===== config.mk =====
export PLATFORM = sky130hd
export DESIGN_NAME = es_hilo_muldiv
export DESIGN_NICKNAME = d
export VERILOG_FILES = /design/src/rtl/es_hilo_muldiv.sv
export SDC_FILE = /design/constraint.sdc
export NUM_CORES = 2
export LEC_CHECK = 0
export BUFFER_PORTS_ARGS = -buffer_cell sky130_fd_sc_hd__buf_2
export CORE_ASPECT_RATIO = 0.7
export CORE_MARGIN = 3
export CORE_UTILIZATION = 60
export DETAILED_ROUTE_END_ITERATION = 16
export GPL_ROUTABILITY_DRIVEN = 0
export GPL_TIMING_DRIVEN = 0
export PLACE_DENSITY_LB_ADDON = 0.3
export SLEW_MARGIN = 20
export SYNTH_ARGS = -nofsm -noshare
export SYNTH_HDL_FRONTEND = slang
export SYNTH_SLANG_ARGS = --single-unit

===== constraint.sdc =====
create_clock -name clk -period 9.85 [get_ports clk]
set_input_delay 2.4625 -clock clk [delete_from_list [all_inputs] [get_ports clk]]
set_output_delay 2.4625 -clock clk [all_outputs]
set_load 0.02 [all_outputs]

===== src/rtl/es_hilo_muldiv.sv =====
// Multi-cycle multiply/divide unit holding the architectural HI/LO registers.
// Multiply takes one cycle in MUL. Restoring divide produces one quotient bit per cycle.
module es_hilo_muldiv #(
   parameter int DIV_CYCLES = 32
) (
   input  logic        clk,
   input  logic        reset,
   input  logic        md_valid,
   input  logic [3:0]  md_op,
   input  logic [31:0] md_src1,
   input  logic [31:0] md_src2,
   input  logic        md_flush,
   input  logic [1:0]  mt_we,
   input  logic [31:0] mt_wdata,
   output logic        md_ready,
   output logic        md_done,
   output logic [31:0] hi_rdata,
   output logic [31:0] lo_rdata
);

   typedef enum logic [1:0] {IDLE, MUL, DIV, DONE} state_t;

   state_t      state, state_nxt;
   logic [31:0] hi, lo;
   logic [31:0] op_a, op_b;
   logic [63:0] acc;
   logic [5:0]  cnt;
   logic        is_mul, is_signed, sign1, sign2;

   logic        accept, mul_op, signed_op, neg1, neg2;
   logic [31:0] abs1, abs2;
   logic [63:0] ext_a, ext_b, prod;
   logic [32:0] rem_sh;
   logic        ge;
   logic [31:0] sub, r_nxt, quo_fix, rem_fix;

   assign mul_op    = md_op[0] | md_op[1];
   assign signed_op = md_op[0] | md_op[2];
   assign neg1      = signed_op & md_src1[31];
   assign neg2      = signed_op & md_src2[31];
   assign abs1      = neg1 ? -md_src1 : md_src1;
   assign abs2      = neg2 ? -md_src2 : md_src2;
   assign accept    = md_valid & (state == IDLE) & ~md_flush & $onehot(md_op);

   // Low 64 bits of the sign-extended product are correct for both mult and multu
   assign ext_a = {{32{is_signed & op_a[31]}}, op_a};
   assign ext_b = {{32{is_signed & op_b[31]}}, op_b};
   assign prod  = ext_a * ext_b;

   // acc = {partial remainder, dividend/quotient shift register}
   assign rem_sh = {acc[63:32], acc[31]};
   assign ge     = rem_sh >= {1'b0, op_b};
   assign sub    = rem_sh[31:0] - op_b;
   assign r_nxt  = ge ? sub : rem_sh[31:0];

   assign quo_fix = (sign1 ^ sign2) ? -acc[31:0] : acc[31:0];
   assign rem_fix = sign1 ? -acc[63:32] : acc[63:32];

   always_comb begin
      state_nxt = state;
      md_ready  = 1'b0;
      md_done   = 1'b0;
      case (state)
         IDLE: begin
            md_ready = 1'b1;
            if (accept) state_nxt = mul_op ? MUL : DIV;
         end
         MUL:  state_nxt = DONE;
         DIV:  if (cnt == 6'(DIV_CYCLES - 1)) state_nxt = DONE;
         DONE: begin
            md_done   = ~md_flush & ~reset;
            state_nxt = IDLE;
         end
         default: state_nxt = IDLE;
      endcase
      if (md_flush && state != IDLE) state_nxt = IDLE;
   end

   always_ff @(posedge clk) begin
      if (reset) state <= IDLE;
      else       state <= state_nxt;
   end

   always_ff @(posedge clk) begin
      if (reset) begin
         hi        <= '0;
         lo        <= '0;
         cnt       <= '0;
         acc       <= '0;
         op_a      <= '0;
         op_b      <= '0;
         is_mul    <= 1'b0;
         is_signed <= 1'b0;
         sign1     <= 1'b0;
         sign2     <= 1'b0;
      end else begin
         if (accept) begin
            op_a      <= md_src1;
            op_b      <= mul_op ? md_src2 : abs2;
            acc       <= {32'd0, abs1};
            is_mul    <= mul_op;
            is_signed <= signed_op;
            sign1     <= neg1;
            sign2     <= neg2;
            cnt       <= '0;
         end
         case (state)
            IDLE: begin
               if (mt_we[1]) hi <= mt_wdata;
               if (mt_we[0]) lo <= mt_wdata;
            end
            MUL: acc <= prod;
            DIV: begin
               acc <= {r_nxt, acc[30:0], ge};
               cnt <= cnt + 6'd1;
            end
            DONE: begin
               if (!md_flush) begin
                  if (is_mul) begin
                     hi <= acc[63:32];
                     lo <= acc[31:0];
                  end else begin
                     hi <= rem_fix;
                     lo <= quo_fix;
                  end
               end
            end
            default: ;
         endcase
      end
   end

   assign hi_rdata = hi;
   assign lo_rdata = lo;

endmodule


# Yosys cells after proc, flatten, opt, wreduce, memory -nomap -nowiden
# Cells that the tools add are included.
[word_totals]
ff_bits = 204
out_inout_bits = 66
inputBits = 106
word_cells = 79
[op_classes]
n_addsub = 9
magnitude_cmp = 1
mul = 1
reduce_logical = 10
n_bitwise = 13
n_eq_ne = 10
muxes = 24
[op_table]
columns = ["op", "count"]
rows = [
  ["$mux W32", 12],
  ["$neg A32 Y32", 4],
  ["$pmux W32 S2", 2],
  ["$pmux W64 S2", 1],
  ["$mul A33 B33 Y64", 1],
  ["$mux W64", 1],
  ["$ge A33 B32 Y1", 1],
  ["$sub A32 B32 Y32", 1],
  ["$mux W6", 2],
  ["$ne A2 B2 Y1 const B", 5],
  ["$and A1 B1 Y1", 8],
  ["$pmux W2 S4", 1],
  ["$add A6 B1 Y6 const B", 1],
  ["$eq A6 B5 Y1 const B", 1],
  ["$mux W2", 3],
  ["$reduce_and A3 Y1", 2],
  ["$reduce_bool A2 Y1", 3],
  ["$add A1 B1 Y2", 2],
  ["$eq A2 B2 Y1 const B", 2],
  ["$add A2 B2 Y3", 1],
  ["$eq A3 B1 Y1 const B", 1],
  ["$reduce_bool A3 Y1", 1],
  ["$eq A2 B1 Y1 const B", 1],
  ["$logic_not A2 Y1", 1],
  ["other kinds (7)", 10],
]

# Depth between registers and ports, before layout
[logic_depth]
ltp_word = 6
mapped_depth = 31
mapped_depth_nobuf = 28

# Worst setup path before layout
# No wires, ideal clock.
[synth_path]
path_type = "flip-flop to flip-flop"
startpoint = "reg op_a[31]"
endpoint = "reg acc[63]"
stages_incl_launch_ff = 31
synth_period_minus_slack_ns = 7.783
arrival_time_ns = 7.659
slack_ns = 2.067
required_ns = 9.726
setup_ns = 0.124
path_buffers = 2
cell_sequence = "dfxtp_1 -> clkbuf_1 -> and2_1 -> clkbuf_1 -> nand2_1 -> inv_1 -> fa_1 -> inv_1 -> fa_1 -> inv_1 -> fa_1 -> fa_1 -> inv_1 -> fa_1 -> inv_1 -> fa_1 -> inv_1 -> fa_1 -> fa_1 -> inv_1 -> ha_1 -> a21o_1 -> a21oi_1 -> o21bai_1 -> a21o_1 -> inv_1 -> a311oi_2 -> a31oi_2 -> o21ai_0 -> xnor2_1 -> o21ai_0"
[synth_between]
elab_chain_cells = 3
[synth_rtl]
columns = ["item", "line", "source"]
rows = [
  ["start, declared", "25", "logic [31:0] op_a, op_b;"],
  ["start signal, assigned", "98", "op_a <= md_src1;"],
  ["$and A1 B1 Y1", "46", "assign ext_a = {{32{is_signed & op_a[31]}}, op_a};"],
  ["$mul A33 B33 Y64 *", "48", "assign prod = ext_a * ext_b;"],
  ["$pmux W64 S2 *", "107", "case (state)"],
  ["end signal, assigned", "100", "acc <= {32'd0, abs1};"],
  ["end signal, assigned", "112", "MUL: acc <= prod;"],
  ["end signal, assigned", "114", "acc <= {r_nxt, acc[30:0], ge};"],
  ["end, declared", "26", "logic [63:0] acc;"],
]
# Mark *: on every way between the ends. The rest lies on a longest branch, timed or not.
# A chain may end at the register's enable or synchronous reset.

# Final worst setup path
[layout_path]
startpoint = "reg op_a[31]"
endpoint = "reg acc[61]"
# The elaborated chain is that of the path after synthesis.

==> results.md <==
* WP buf/inv at 6
* Fin crit period at 9796 ps
* Hold Violations, Final at 0
* Clock sinks at roughly 200
* Multi-input logic area at 41120 um^2
* Post-synthesis adder-cell area fraction at 50.55%
* Grt total ovfl at 0
* Post-synth ARST share at 0%
* Critical setup path kind: reg2reg
* Mapped Cells at between 5000 and 6000
* Vias at 45087
* Row count at just under 90
* WL/cell at ~26 um
* Post-DP HPWL at between 150000 and 200000 um
* Critical path's largest stage delay at 690 ps
* Endpoints failing setup at 0
* Peak Freq at slightly above 100 MHz
* Synth top area share at 44.26%
* Area leader, netlist: fa_1
* Routed Antenna Nets at 0
* Synth Area per Inst at 8.604 um^2
* Clock share of power at 18.9%
* Max-Cap Viols at 0
* Die Ht at 249.9 um
* Final core utilization at about 65%
* Worst Setup Slack, final at 54.32 ps
* Power Dens Cells at 91.12 nW/um^2
* Initial Utilization at 61.23%
* First-pass GRT wire length at 279600 um
* Synth Area in Compound Gates at 9.819%
* Layout area overhead at 6.166%
* Nets at 7597
* CP endpoint kind: flip-flop
* GRT Total Usage at 42.54%
* Most frequent cells in the layout: 1187 x inv_1, 1125 x fa_1, 909 x nand2_1, 360 x and2_1, 314 x clkbuf_1
* Largest net degree at the start of global routing at 25
* Slowest-stage cell, CP: fa_2
* Via/cell ratio at 6.203
* Vias in the first global route at ~45000
* Place WS at -627.4 ps
* Yosys warns at 0
* Fraction of layout cells with a size suffix above 1 at 4.721%
* # IOs at 172
* Num CTS Buffers at 21
* Largest family of logic cells by synthesized area: adder cells
* Status: finished, final reports clean
* # DRC at 0
* Routed WL at 187800 um
* Port Buf Inserts at 170
* Reg area at roughly 4000 um^2
* Internal power at approximately 2300 uW
* Peak VDD IR at 0.0001827 V
* Final clock skew at 15.65 ps
* Most used cell, CP: fa_1
* Drt pass-1 iters at 11
* Antenna violations before repair at 31
* Postcts setup bufs at 0
* Chip Width at 354.4 um
* Clock buffer depth at 3
* Core Area at 83240 um^2
* Worst hold path type: reg2reg
* Setup_tns at 0 ps
* Total Die Area at 88540 um^2
* Worst-Margin Slew at 1261 ps
* Critical path startpoint category: flip-flop
* Leading cell type in the layout, fill and taps excluded: inv_1
* Hold buffers post-CTS at 0
* Synth Flop Type: dfxtp_1
* Simple-Gate Fraction of Synth Area at 16.28%
* 1st-iter DRT viols at 6394
* P_sw at 2592 uW
* CTS clk-pin slew, worst paths at 70 ps
* Distinct cells, synth at 87
* Mapped Nets at 7413
* Mux cell area share after synthesis at 0.4173%
* Clk root buf: clkbuf_16
* Period utilisation layout at 99.45%
* Register bit total from synthesis at 204
* Clock Latency Late Sink at 540 ps
* EDFF count, synth at 0
* Sw frac at between 50% and 60%
* Combinational share of power at 57.5%
* Crit path max fanout at 10
* Fillcell total at between 7000 and 8000
* CP delay by family, top: adder cells
* Mapped Area at 50970 um^2
* Register area share after synthesis at 8.012%
* WP data arrival at 10240 ps
* Reg power frac at 23.6%
* Final Max Tran Viols at 0
* CP Data Required Time at a little over 10000 ps
* Synth Area in XOR/XNOR at 3.488%
* Ranking of synthesized cells by area: fa_1 44%, inv_1 8.7%, dfxtp_1 8.0%
* Lkg Pwr at approximately 0.026 uW
* Slew HR at 15.91%
* CTS tree: yes
* H-tree Lvls at 1
[cell type report]
cell class	instances	area share, %
tap	1125	2.601
timing repair buffer	171	1.593
sequential	204	7.551
multi-input combinational	4172	75.98
buffer	349	2.523
inverter	1189	8.254
clock inverter	10	0.3491
antenna	21	0.09711
clock buffer	27	1.050
[synth_stat cells (all sizes together), types with 17 or more instances]
cell type / count
nand3: 36
a311oi: 17
o31ai: 20
a22oi: 31
or2: 19
mux2i: 19
nand2: 909
nor4: 23
ha: 256
a31oi: 28
nor2b: 18
inv: 1188
xnor2: 114
clkbuf: 338
or3: 26
and3: 39
o21ai: 118
and2: 360
o21a: 17
o211ai: 19
dfxtp: 204
a21oi: 263
nor2: 280
a211oi: 99
fa: 1127
nor3: 32
a21o: 51
buf: 21
xor2: 89
[power by group through the flow]
stage | Sequential [uW] | Combinational [uW] | Clock, uW
4_1_cts | 1140 | 2670 | 915
5_1_grt | 1170 | 2980 | 949
2_1_floorplan | 1190 | 1630 | 0
6_report | 1160 | 2830 | 931
3_5_place_dp | 1150 | 2650 | 0
3_3_place_gp | 1150 | 2610 | 0
[per-stage QoR]
step / cells / power [uW] / hold slack (ps) / instance area (um^2)
floorplan: 5924 / 2828 / 430.9 / 50970
global placement: 7219 / 3756 / 452.1 / 53230
detailed placement: 7219 / 3799 / 463.1 / 53230
CTS: 7255 / 4717 / 472.5 / 54000
global route: 7258 / 5095 / 497.6 / 54090
finish: 7268 / 4931 / 476.8 / 54110
[cells by family (layout without fill, tap and decap cells)]
logic type | count (synthesis) | count (layout)
simple gates | 1797 | 1797
buf+inv | 1548 | 1746
fa+ha+maj | 1383 | 1383
compound gates | 768 | 768
flops | 204 | 204
xor+xnor | 203 | 203
mux | 21 | 21
other cells | 0 | 21
[flip-flops by register name (all words and copies together) (netlist names)]
| name | flops |
|---|---|
| acc | 64 |
| op_b | 32 |
| is_mul | 1 |
| lo_rdata | 32 |
| state | 2 |
| cnt | 6 |
| is_signed | 1 |
| hi_rdata | 32 |
| sign1 | 1 |
| op_a | 32 |
| sign2 | 1 |
[repair_timing]
item                                    4_1_cts  5_1_grt
gates resized for setup                       4       33
pin swaps                                     0        1
endpoints found under the setup margin        3       10
cloned                                        0        0
[layer usage]
metal	vias up	wire length, um	part of all wire [%]	global-route usage (%)
li1	18393	-	-	-
met1	22122	67520	36	56.86
met2	3737	71490	38	55.37
met3	813	36320	19	23.56
met4	22	12120	6.5	20.14
met5	-	365	0.19	1.568
[worst register-to-register path: stages, from the launching register on]
cell        delay [ps]
dfxtp_1            620
and2_1             470
clkbuf_2           410
nand2_1            150
inv_1              190
fa_1               460
fa_1               520
fa_2               690
clkinvlp_4         340
fa_1               590
inv_1               60
fa_1               520
fa_1               520
fa_1               500
inv_1               50
fa_1               590
inv_1               70
ha_1               360
and2_1             270
a21o_1             210
a41o_1             220
a31o_2             300
a21oi_2            390
a311oi_4           200
a31oi_2            360
o2111ai_2          280
a221oi_1           380
[worst paths after layout]
| check | cells after the start | slack (ps) | startpoint | endpoint |
|---|---|---|---|---|
| max reg2reg | 26 | 50 | op_a[31] | acc[61] |
| min reg2reg | 1 | 480 | cnt[5] | cnt[5] |
| min | 1 | 480 | cnt[5] | cnt[5] |
| max | 26 | 50 | op_a[31] | acc[61] |
No activity file was read; power rests on OpenSTA's default activity.
